===== src/rtl/rst_seq_ctrl.sv =====
// -----------------------------------------------------------------------------
// rst_seq_ctrl
//
// Reset sequencer for four downstream clock domains. Holds every domain in
// reset, waits for the PLL to lock, then releases the domain resets one at a
// time. Once all four are released it supervises the system with a watchdog.
// A lock loss, a watchdog expiry or a software request restarts the sequence
// and records which event caused it.
//
// Ports
//   clk_in        in   1  system clock, rising edge
//   rst_in        in   1  asynchronous active-low reset (deassertion is
//                         synchronised internally)
//   pll_locked    in   1  asynchronous PLL lock status
//   soft_rst_req  in   1  single-cycle software reset request
//   wdt_kick      in   1  watchdog refresh pulse (ignored outside RUN)
//   rst_n_out     out  4  active-low domain resets, bit 0 released first
//   seq_done      out  1  high while the sequence is complete (RUN)
//   rst_cause     out  2  00 power-on, 01 soft, 10 watchdog, 11 lock loss
// -----------------------------------------------------------------------------
module rst_seq_ctrl #(
  parameter int HOLD_CYC  = 16,
  parameter int STAGE_DLY = 8,
  parameter int WDT_CYC   = 1000
) (
  input  logic       clk_in,
  input  logic       rst_in,
  input  logic       pll_locked,
  input  logic       soft_rst_req,
  input  logic       wdt_kick,
  output logic [3:0] rst_n_out,
  output logic       seq_done,
  output logic [1:0] rst_cause
);

  typedef enum logic [1:0] {
    ST_ASSERT    = 2'd0,
    ST_WAIT_LOCK = 2'd1,
    ST_RELEASE   = 2'd2,
    ST_RUN       = 2'd3
  } state_t;

  localparam logic [15:0] HOLD_LAST  = 16'(HOLD_CYC - 1);
  localparam logic [15:0] STAGE_LAST = 16'(STAGE_DLY - 1);
  localparam logic [15:0] WDT_LAST   = 16'(WDT_CYC - 1);

  localparam logic [1:0] CAUSE_POR  = 2'b00;
  localparam logic [1:0] CAUSE_SOFT = 2'b01;
  localparam logic [1:0] CAUSE_WDT  = 2'b10;
  localparam logic [1:0] CAUSE_LOCK = 2'b11;

  // Saturating increment: counters stick at all-ones instead of wrapping.
  function automatic logic [15:0] sat_inc(input logic [15:0] v);
    return (v == 16'hFFFF) ? v : v + 16'd1;
  endfunction

  // Event priority: lock loss beats watchdog beats software request.
  function automatic logic [1:0] event_cause(input logic lock_loss,
                                             input logic wdt_exp);
    if (lock_loss)    return CAUSE_LOCK;
    else if (wdt_exp) return CAUSE_WDT;
    else              return CAUSE_SOFT;
  endfunction

  // ---- stage p0/p1: reset deassertion synchroniser ----
  logic rst_sync_p0;
  logic rst_sync_p1;

  always_ff @(posedge clk_in or negedge rst_in) begin
    if (!rst_in) begin
      rst_sync_p0 <= 1'b0;
      rst_sync_p1 <= 1'b0;
    end else begin
      rst_sync_p0 <= 1'b1;
      rst_sync_p1 <= rst_sync_p0;
    end
  end

  // Internal reset is active while the synchroniser still carries a zero.
  logic run_en;
  assign run_en = rst_sync_p1;

  // ---- stage p0/p1: PLL lock synchroniser ----
  logic lock_p0;
  logic lock_p1;

  always_ff @(posedge clk_in or negedge rst_in) begin
    if (!rst_in) begin
      lock_p0 <= 1'b0;
      lock_p1 <= 1'b0;
    end else if (!run_en) begin
      lock_p0 <= 1'b0;
      lock_p1 <= 1'b0;
    end else begin
      lock_p0 <= pll_locked;
      lock_p1 <= lock_p0;
    end
  end

  // ---- sequencer state and counters ----
  state_t      state;
  state_t      state_nxt;
  logic [15:0] hold_cnt;
  logic [15:0] hold_nxt;
  logic [15:0] stage_cnt;
  logic [15:0] stage_nxt;
  logic [15:0] wdt_cnt;
  logic [15:0] wdt_nxt;
  logic [3:0]  rst_n_nxt;
  logic        done_nxt;
  logic [1:0]  cause_nxt;

  logic lock_loss;
  logic wdt_exp;

  // Lock loss only matters once releasing has begun; in WAIT_LOCK we are
  // already waiting for lock. A kick in the expiry cycle suppresses expiry.
  assign lock_loss = !lock_p1 && ((state == ST_RELEASE) || (state == ST_RUN));
  assign wdt_exp   = (state == ST_RUN) && (wdt_cnt == WDT_LAST) && !wdt_kick;

  always_comb begin
    state_nxt = state;
    hold_nxt  = hold_cnt;
    stage_nxt = stage_cnt;
    wdt_nxt   = wdt_cnt;
    rst_n_nxt = rst_n_out;
    done_nxt  = seq_done;
    cause_nxt = rst_cause;

    if (!run_en) begin
      state_nxt = ST_ASSERT;
      hold_nxt  = 16'd0;
      stage_nxt = 16'd0;
      wdt_nxt   = 16'd0;
      rst_n_nxt = 4'b0000;
      done_nxt  = 1'b0;
      cause_nxt = CAUSE_POR;
    end else if (lock_loss || wdt_exp || soft_rst_req) begin
      // Any event restarts the whole sequence, including from ASSERT itself
      // (where it restarts the hold count) and from WAIT_LOCK.
      state_nxt = ST_ASSERT;
      hold_nxt  = 16'd0;
      stage_nxt = 16'd0;
      wdt_nxt   = 16'd0;
      rst_n_nxt = 4'b0000;
      done_nxt  = 1'b0;
      cause_nxt = event_cause(lock_loss, wdt_exp);
    end else begin
      unique case (state)
        ST_ASSERT: begin
          if (hold_cnt == HOLD_LAST) begin
            state_nxt = ST_WAIT_LOCK;
            hold_nxt  = 16'd0;
          end else begin
            hold_nxt = sat_inc(hold_cnt);
          end
        end
        ST_WAIT_LOCK: begin
          if (lock_p1) begin
            state_nxt = ST_RELEASE;
            stage_nxt = 16'd0;
            rst_n_nxt = 4'b0001;
          end
        end
        ST_RELEASE: begin
          if (stage_cnt == STAGE_LAST) begin
            stage_nxt = 16'd0;
            rst_n_nxt = {rst_n_out[2:0], 1'b1};
            // Releasing the last domain completes the sequence.
            if (rst_n_out[2]) begin
              state_nxt = ST_RUN;
              done_nxt  = 1'b1;
              wdt_nxt   = 16'd0;
            end
          end else begin
            stage_nxt = sat_inc(stage_cnt);
          end
        end
        ST_RUN: begin
          wdt_nxt = wdt_kick ? 16'd0 : sat_inc(wdt_cnt);
        end
        default: begin
          state_nxt = ST_ASSERT;
          hold_nxt  = 16'd0;
          stage_nxt = 16'd0;
          wdt_nxt   = 16'd0;
          rst_n_nxt = 4'b0000;
          done_nxt  = 1'b0;
        end
      endcase
    end
  end

  // ---- stage p2: registered state and outputs ----
  always_ff @(posedge clk_in or negedge rst_in) begin
    if (!rst_in) begin
      state     <= ST_ASSERT;
      hold_cnt  <= 16'd0;
      stage_cnt <= 16'd0;
      wdt_cnt   <= 16'd0;
      rst_n_out <= 4'b0000;
      seq_done  <= 1'b0;
      rst_cause <= CAUSE_POR;
    end else begin
      state     <= state_nxt;
      hold_cnt  <= hold_nxt;
      stage_cnt <= stage_nxt;
      wdt_cnt   <= wdt_nxt;
      rst_n_out <= rst_n_nxt;
      seq_done  <= done_nxt;
      rst_cause <= cause_nxt;
    end
  end

endmodule

===== config.mk =====
export PLATFORM = sky130hd
export DESIGN_NAME = rst_seq_ctrl
export DESIGN_NICKNAME = d
export VERILOG_FILES = /design/src/rtl/rst_seq_ctrl.sv
export SDC_FILE = /design/constraint.sdc
export NUM_CORES = 1
export LEC_CHECK = 0
export ABC_CLOCK_PERIOD_IN_PS = 2200
export CAP_MARGIN = 20
export CORE_MARGIN = 2
export CORE_UTILIZATION = 30
export DETAILED_ROUTE_END_ITERATION = 7
export HOLD_SLACK_MARGIN = 0.08
export SYNTH_ARGS = -nofsm -noshare
export SYNTH_HDL_FRONTEND = slang
export SYNTH_SLANG_ARGS = --single-unit

===== constraint.sdc =====
create_clock -name clk_in -period 2.2 [get_ports clk_in]
set_input_delay 0.44 -clock clk_in [delete_from_list [all_inputs] [get_ports clk_in]]
set_output_delay 0.44 -clock clk_in [all_outputs]
set_load 0.01 [all_outputs]

Yosys cells after proc, flatten, opt, wreduce, memory -nomap -nowiden --
Index checks and enable logic that the tools add are counted.
Storage, ports and cells: input port bits 5, latch bits 0, memory bits (writable) 0, ROM bits 0, register bits 61, memories 0, logic and storage cells 94
Operators by class: divide/modulo/power cells 0, bitwise operators 0, muxes and demuxes 41, add/subtract/negate cells 3, shift-type cells 0, multipliers 0, equal/unequal tests 24, reductions and logical operators 15, order comparisons 0
Operator list (count):
- $mux 16 | 16
- $pmux 16 s2 | 2
- $add 16x1->16 const B | 3
- $eq 16x16->1 const B | 3
- $mux 2 | 10
- $eq 16x10->1 const B | 1
- $eq 16x3->1 const B | 1
- $eq 16x4->1 const B | 1
- $mux 4 | 4
- $ne 4x4->1 const B | 3
- $ne 5x5->1 const B | 2
- $ne 3x1->1 const B | 3
- $reduce_and 3->1 | 3
- $ne 4x1->1 const B | 2
- $pmux 4 s2 | 1
- $mux 1 | 7
- $pmux 2 s3 | 1
- $ne 5x1->1 const B | 1
- $reduce_and 5->1 | 1
- $eq 2x2->1 const B | 2
- $ne 4x2->1 const B | 1
- $ne 4x3->1 const B | 1
- $reduce_and 4->1 | 1
- $logic_and 1x1->1 | 3
- 7 further kinds | 10

Logic depth before layout (Yosys ltp) --
depth in word-level cells 7, depth in mapped cells 8, mapped depth without buffers 7

Worst setup path after synthesis --
OpenSTA, ideal clock, no wires.
path kind flip-flop to flip-flop, start point register state[0], end point register hold_cnt[1], slack 0.277 ns, cell stages (with the launch flop) 9, setup time 0.121 ns, data required time 2.079 ns, arrival 1.802 ns, path through dfrtp_1 inv_1 ha_1 o21ai_1 o211ai_1 buf_2 o21ai_0 mux2i_1 nor2_1
On the way: cells in the longest elaborated chain, start to end 7, elaborated cells between the ends (all ways) 14, those cells by class eq/ne: 4; mux: 2; reduce/logical: 8
Ends and longest elaborated chain:
- from (decl) | line 101 | state_t state;
- from (signal assigned) | line 205 | state <= state_nxt;
- $eq 2x2->1 (on tied branches) | line 118, 119
- $logic_or 1x1->1 or $logic_and 1x1->1 (tied branches) | line 118, 119
- $logic_and 1x1->1 (on tied branches) | line 118, 119
- $logic_or 1x1->1 (2 in series) | line 138 | end else if (lock_loss || wdt_exp || soft_rst_req) begin
- $ne 4x4->1 (no source line) (tied with other cells)
- $reduce_and 2->1 (no source line) or $mux 16 (tied branches)
- to (signal assigned) | line 206 | hold_cnt <= hold_nxt;
- to (decl) | line 103 | logic [15:0] hold_cnt;
Parallel ways exist; a longest one is shown, timed or not. A chain may end at the register's enable or synchronous reset.

Worst setup path in the final report --
start point register stage_cnt[9], end point register wdt_cnt[10]
On the way: cells in the longest elaborated chain, start to end 3
Ends and longest elaborated chain:
- from (decl) | line 105 | logic [15:0] stage_cnt;
- from (signal assigned) | line 207 | stage_cnt <= stage_nxt;
- $eq 16x3->1 | line 166 | if (stage_cnt == STAGE_LAST) begin
- $ne 4x2->1 (no source line)
- $reduce_and 4->1 (no source line)
- to (signal assigned) | line 208 | wdt_cnt <= wdt_nxt;
- to (decl) | line 107 | logic [15:0] wdt_cnt;
No other way between the ends.

==> summary.md <==
| Metric | Value |
|---|---|
| CTS tree | built |
| DRT iter0 DRCs | around 130 |
| Ys Warns | 0 |
| Pin count of the biggest net entering global routing | 38 |
| Final Util | about two fifths |
| DIE AREA | between 10000 and 15000 sq um |
| Die W | between 100 and 150 microns |
| CTS H-tree depth | 3 |
| Reg2reg start | stage_cnt[9]$_DFFE_PN0P_ |
| Post-synth EDFFs | 0 |
| Share of cells above drive strength 1 | between 10% and 20% |
| Clock slew at reported path FFs | 50 ps |
| Comb pwr share | under 10% |
| Endpoints failing setup | 0 |
| Longest Clk Path Bufs | 2 |
| Fin crit share | 94.4% |
| Layout Nets | between 400 and 500 |
| Top-level port count | 12 |
| Post-Syn Nets | ~380 |
| Slew @ Worst Pin | ~620 ps |
| Rel. slew slack | about three fifths |
| Leak | 1.79 nW |
| Critical Path Fanout Max | 5 |
| Syn Inst Count | 370 |
| Status | finished clean |
| Initial antenna violation count | 0 |
| Tmin final | about 2100 ps |
| Mapped Area | between 3000 and 4000 sq um |
| Arr. time, crit path | roughly 2300 ps |
| Antenna-violating nets left | 0 |
| First-pass GRT wire length | between 10000 and 15000 microns |
| GRT overflow | 0 |
| Final WL | between 7000 and 8000 microns |
| HP Class | input port to async pin |
| Seq pwr share | between 40% and 50% |
| Detailed placement HPWL | around 5500 microns |
| Switching Fraction | about 22% |
| Fraction of registers with async set/reset | 100% |
| Vias in the first global route | approximately 2900 |
| Peak Freq | 0.481 GHz |
| Sequential cell area | roughly 1500 sq um |
| Seq/Total Area, Yosys | between 40 and 50% |
| Via-to-Cell Ratio | ~5.2 |
| Mean area per synthesized cell | 9.24 sq um |
| Core ar. | 11000 sq um |
| Non-Filler Instances | 566 |
| VDD IR-drop max | between 300 and 400 uV |
| Clock root buffer | clkbuf_16 |
| DRC | 0 |
| Placed insts | approximately 550 |
| Syn-to-layout area delta | 25.6% |
| Clock Latency Late Sink | between 300 and 400 ps |
| Starting density of the core | between 30% and 40% |
| Routed vias | 2926 |
| DR pass1 iterations | 5 |
| R2R Setup Slk | 120 ps |
| Psw | 0.540 mW |
| Min setup slack post-route | 123 ps |
| Multi-input gate area | around 1900 sq um |
| Max-slew violation count | 0 |
| Die Y | 111 microns |
| Total GRT Usage | 13.4% |
| Critical path endpoint | wdt_cnt[10]$_DFFE_PN0P_ |
| IO buf count | 11 |
| Reg2Reg Capture Point | wdt_cnt[10]$_DFFE_PN0P_ |
| Rows | 38 |
| CP startpoint kind | register |
| #FFs+latches synth | 61 |
| PD cells | 581 nW/um^2 |
| Post-Route Skew | ~5.7 ps |
| CP required | around 2400 ps |
| Pre-CTS setup slack | -114 ps |
| CP startpoint | stage_cnt[9]$_DFFE_PN0P_ |
| Critical path class | register to register |
| Internal | 1.95 mW |
| DR WL/cell | 14.0 microns |
| Clk sink count | 61 |
| ANT cells | 0 |
| R2r worst-path depth | 7 |
| WHS | 128 ps |
| Clk pwr share | about half |
| Final hold viol count | 0 |
| CP endpoint kind | register |
| Main flop type after synthesis | dfrtp_1 |
| Max-Cap Viols | 0 |
| Fin Setup TNS | 0 ps |
| Filler cells | ~1100 |
| Cell variety after synth | 50 |
| GP Congestion | 0.830 |
| Num CTS Buffers | 9 |
| Hold buffers post-CTS | 0 |
## registers in the layout (all words and copies together), names as in the netlist
| name | flops |
|---|---|
| hold_cnt | 16 |
| lock_p0 | 1 |
| lock_p1 | 1 |
| rst_cause | 2 |
| rst_n_out | 4 |
| rst_sync_p0 | 1 |
| rst_sync_p1 | 1 |
| seq_done | 1 |
| stage_cnt | 16 |
| state | 2 |
| wdt_cnt | 16 |
## final cells by class
class	count	share of cell area [%]
clock buffers	13	5.83
clock inverters	2	0.233
inverters	10	0.875
multi-input cells	288	43.2
flip-flops and latches	61	35.6
well taps	140	4.08
repair buffers	52	10.2
## cells in the final DEF (no fill, tap or decap), types with 8 or more instances in the layout
| master | n |
|---|---|
| clkbuf_16 | 9 |
| a21oi_1 | 20 |
| nand3_1 | 17 |
| xor2_1 | 17 |
| inv_1 | 10 |
| nand4_1 | 13 |
| xnor2_1 | 12 |
| and3_1 | 10 |
| nor2_1 | 52 |
| o21ai_0 | 12 |
| dfrtp_1 | 60 |
| o211ai_1 | 10 |
| nand2_1 | 28 |
| clkdlybuf4s50_1 | 10 |
| and2_1 | 8 |
| buf_4 | 39 |
| nor4_1 | 8 |
## routing by layer
metal,vias up,global-route usage [%],wire length (microns)
met5,-,0,0
met4,0,4.33,93
met3,6,3.83,247
met2,44,20.4,3640
met1,1432,18.4,3960
li1,1444,-,-
## metrics by stage
step / power, mW / instance area, sq um
after floorplan: 1.19 / 3420
after global routing: 2.60 / 4290
after detailed placement: 1.27 / 3960
after CTS: 2.53 / 4220
after global placement: 1.26 / 3960
final: 2.49 / 4290
## power groups by stage
stage	logic, mW	registers (mW)	clock network (mW)
6_report	0.108	1.14	1.25
5_1_grt	0.121	1.14	1.34
4_1_cts	0.111	1.14	1.28
3_5_place_dp	0.111	1.16	0
3_3_place_gp	0.108	1.15	0
2_1_floorplan	0.0386	1.15	0
## cells by family after synthesis
kind of cell,synth area share (%)
muxes,1.50
other,0.110
and+or+nand+nor,26.8
buffers and inverters,2.71
adders and majority gates,2.56
DFF,44.7
AOI/OAI and AO/OA,14.2
xor gates and xnor gates,7.43
## worst max-delay path, cell delays in order, from the launching register on
cell	delay, ps
dfrtp_1	420
nor4_1	320
nand4_1	210
o22ai_2	260
buf_4	170
and2_1	190
o21ai_0	130
a32o_1	270
## synth_stat cells (2+ instances only)
cell,number,area share [%]
a211oi_1,3,0.66
a21oi_1,20,2.9
a22o_1,6,1.5
a31oi_1,4,0.73
a32o_1,2,0.59
and2_1,8,1.5
and3_1,10,1.8
and4_1,4,1.0
buf_2,8,1.2
clkbuf_1,2,0.22
dfrtp_1,61,45
ha_1,7,2.6
inv_1,10,1.1
mux2i_1,4,1.2
nand2_1,28,3.1
nand2b_1,4,0.73
nand3_1,17,2.5
nand4_1,13,2.4
nor2_1,52,5.7
nor2b_1,2,0.37
nor3_1,7,1.0
nor3b_1,4,0.88
nor4_1,9,1.6
o2111ai_1,4,1.0
o211ai_1,10,2.2
o21ai_0,13,1.9
o21ai_1,2,0.29
o2bb2ai_1,2,0.51
o31ai_1,2,0.44
or2_2,3,0.55
or3_1,2,0.37
or4_1,2,0.44
xnor2_1,12,3.1
xor2_1,17,4.4
## worst min path at each step
stage	from	slack, ps	endpoint
2_1_floorplan	rst_in	140	hold_cnt[0]$_DFFE_PN0P_
3_3_place_gp	rst_sync_p0$_DFF_PN0_	340	rst_sync_p1$_DFF_PN0_
3_5_place_dp	rst_sync_p0$_DFF_PN0_	340	rst_sync_p1$_DFF_PN0_
4_1_cts	rst_in	170	stage_cnt[10]$_DFFE_PN0P_
5_1_grt	rst_in	180	stage_cnt[7]$_DFFE_PN0P_
6_report	rst_in	130	stage_cnt[3]$_DFFE_PN0P_
## repair_timing
action | 4_1_cts | 5_1_grt
resized for setup | 0 | 12
pin swaps | 1 | 6
endpoints found under the setup margin | 1 | 38
setup buffers | 0 | 2
No activity file was read; power rests on OpenSTA's default activity.
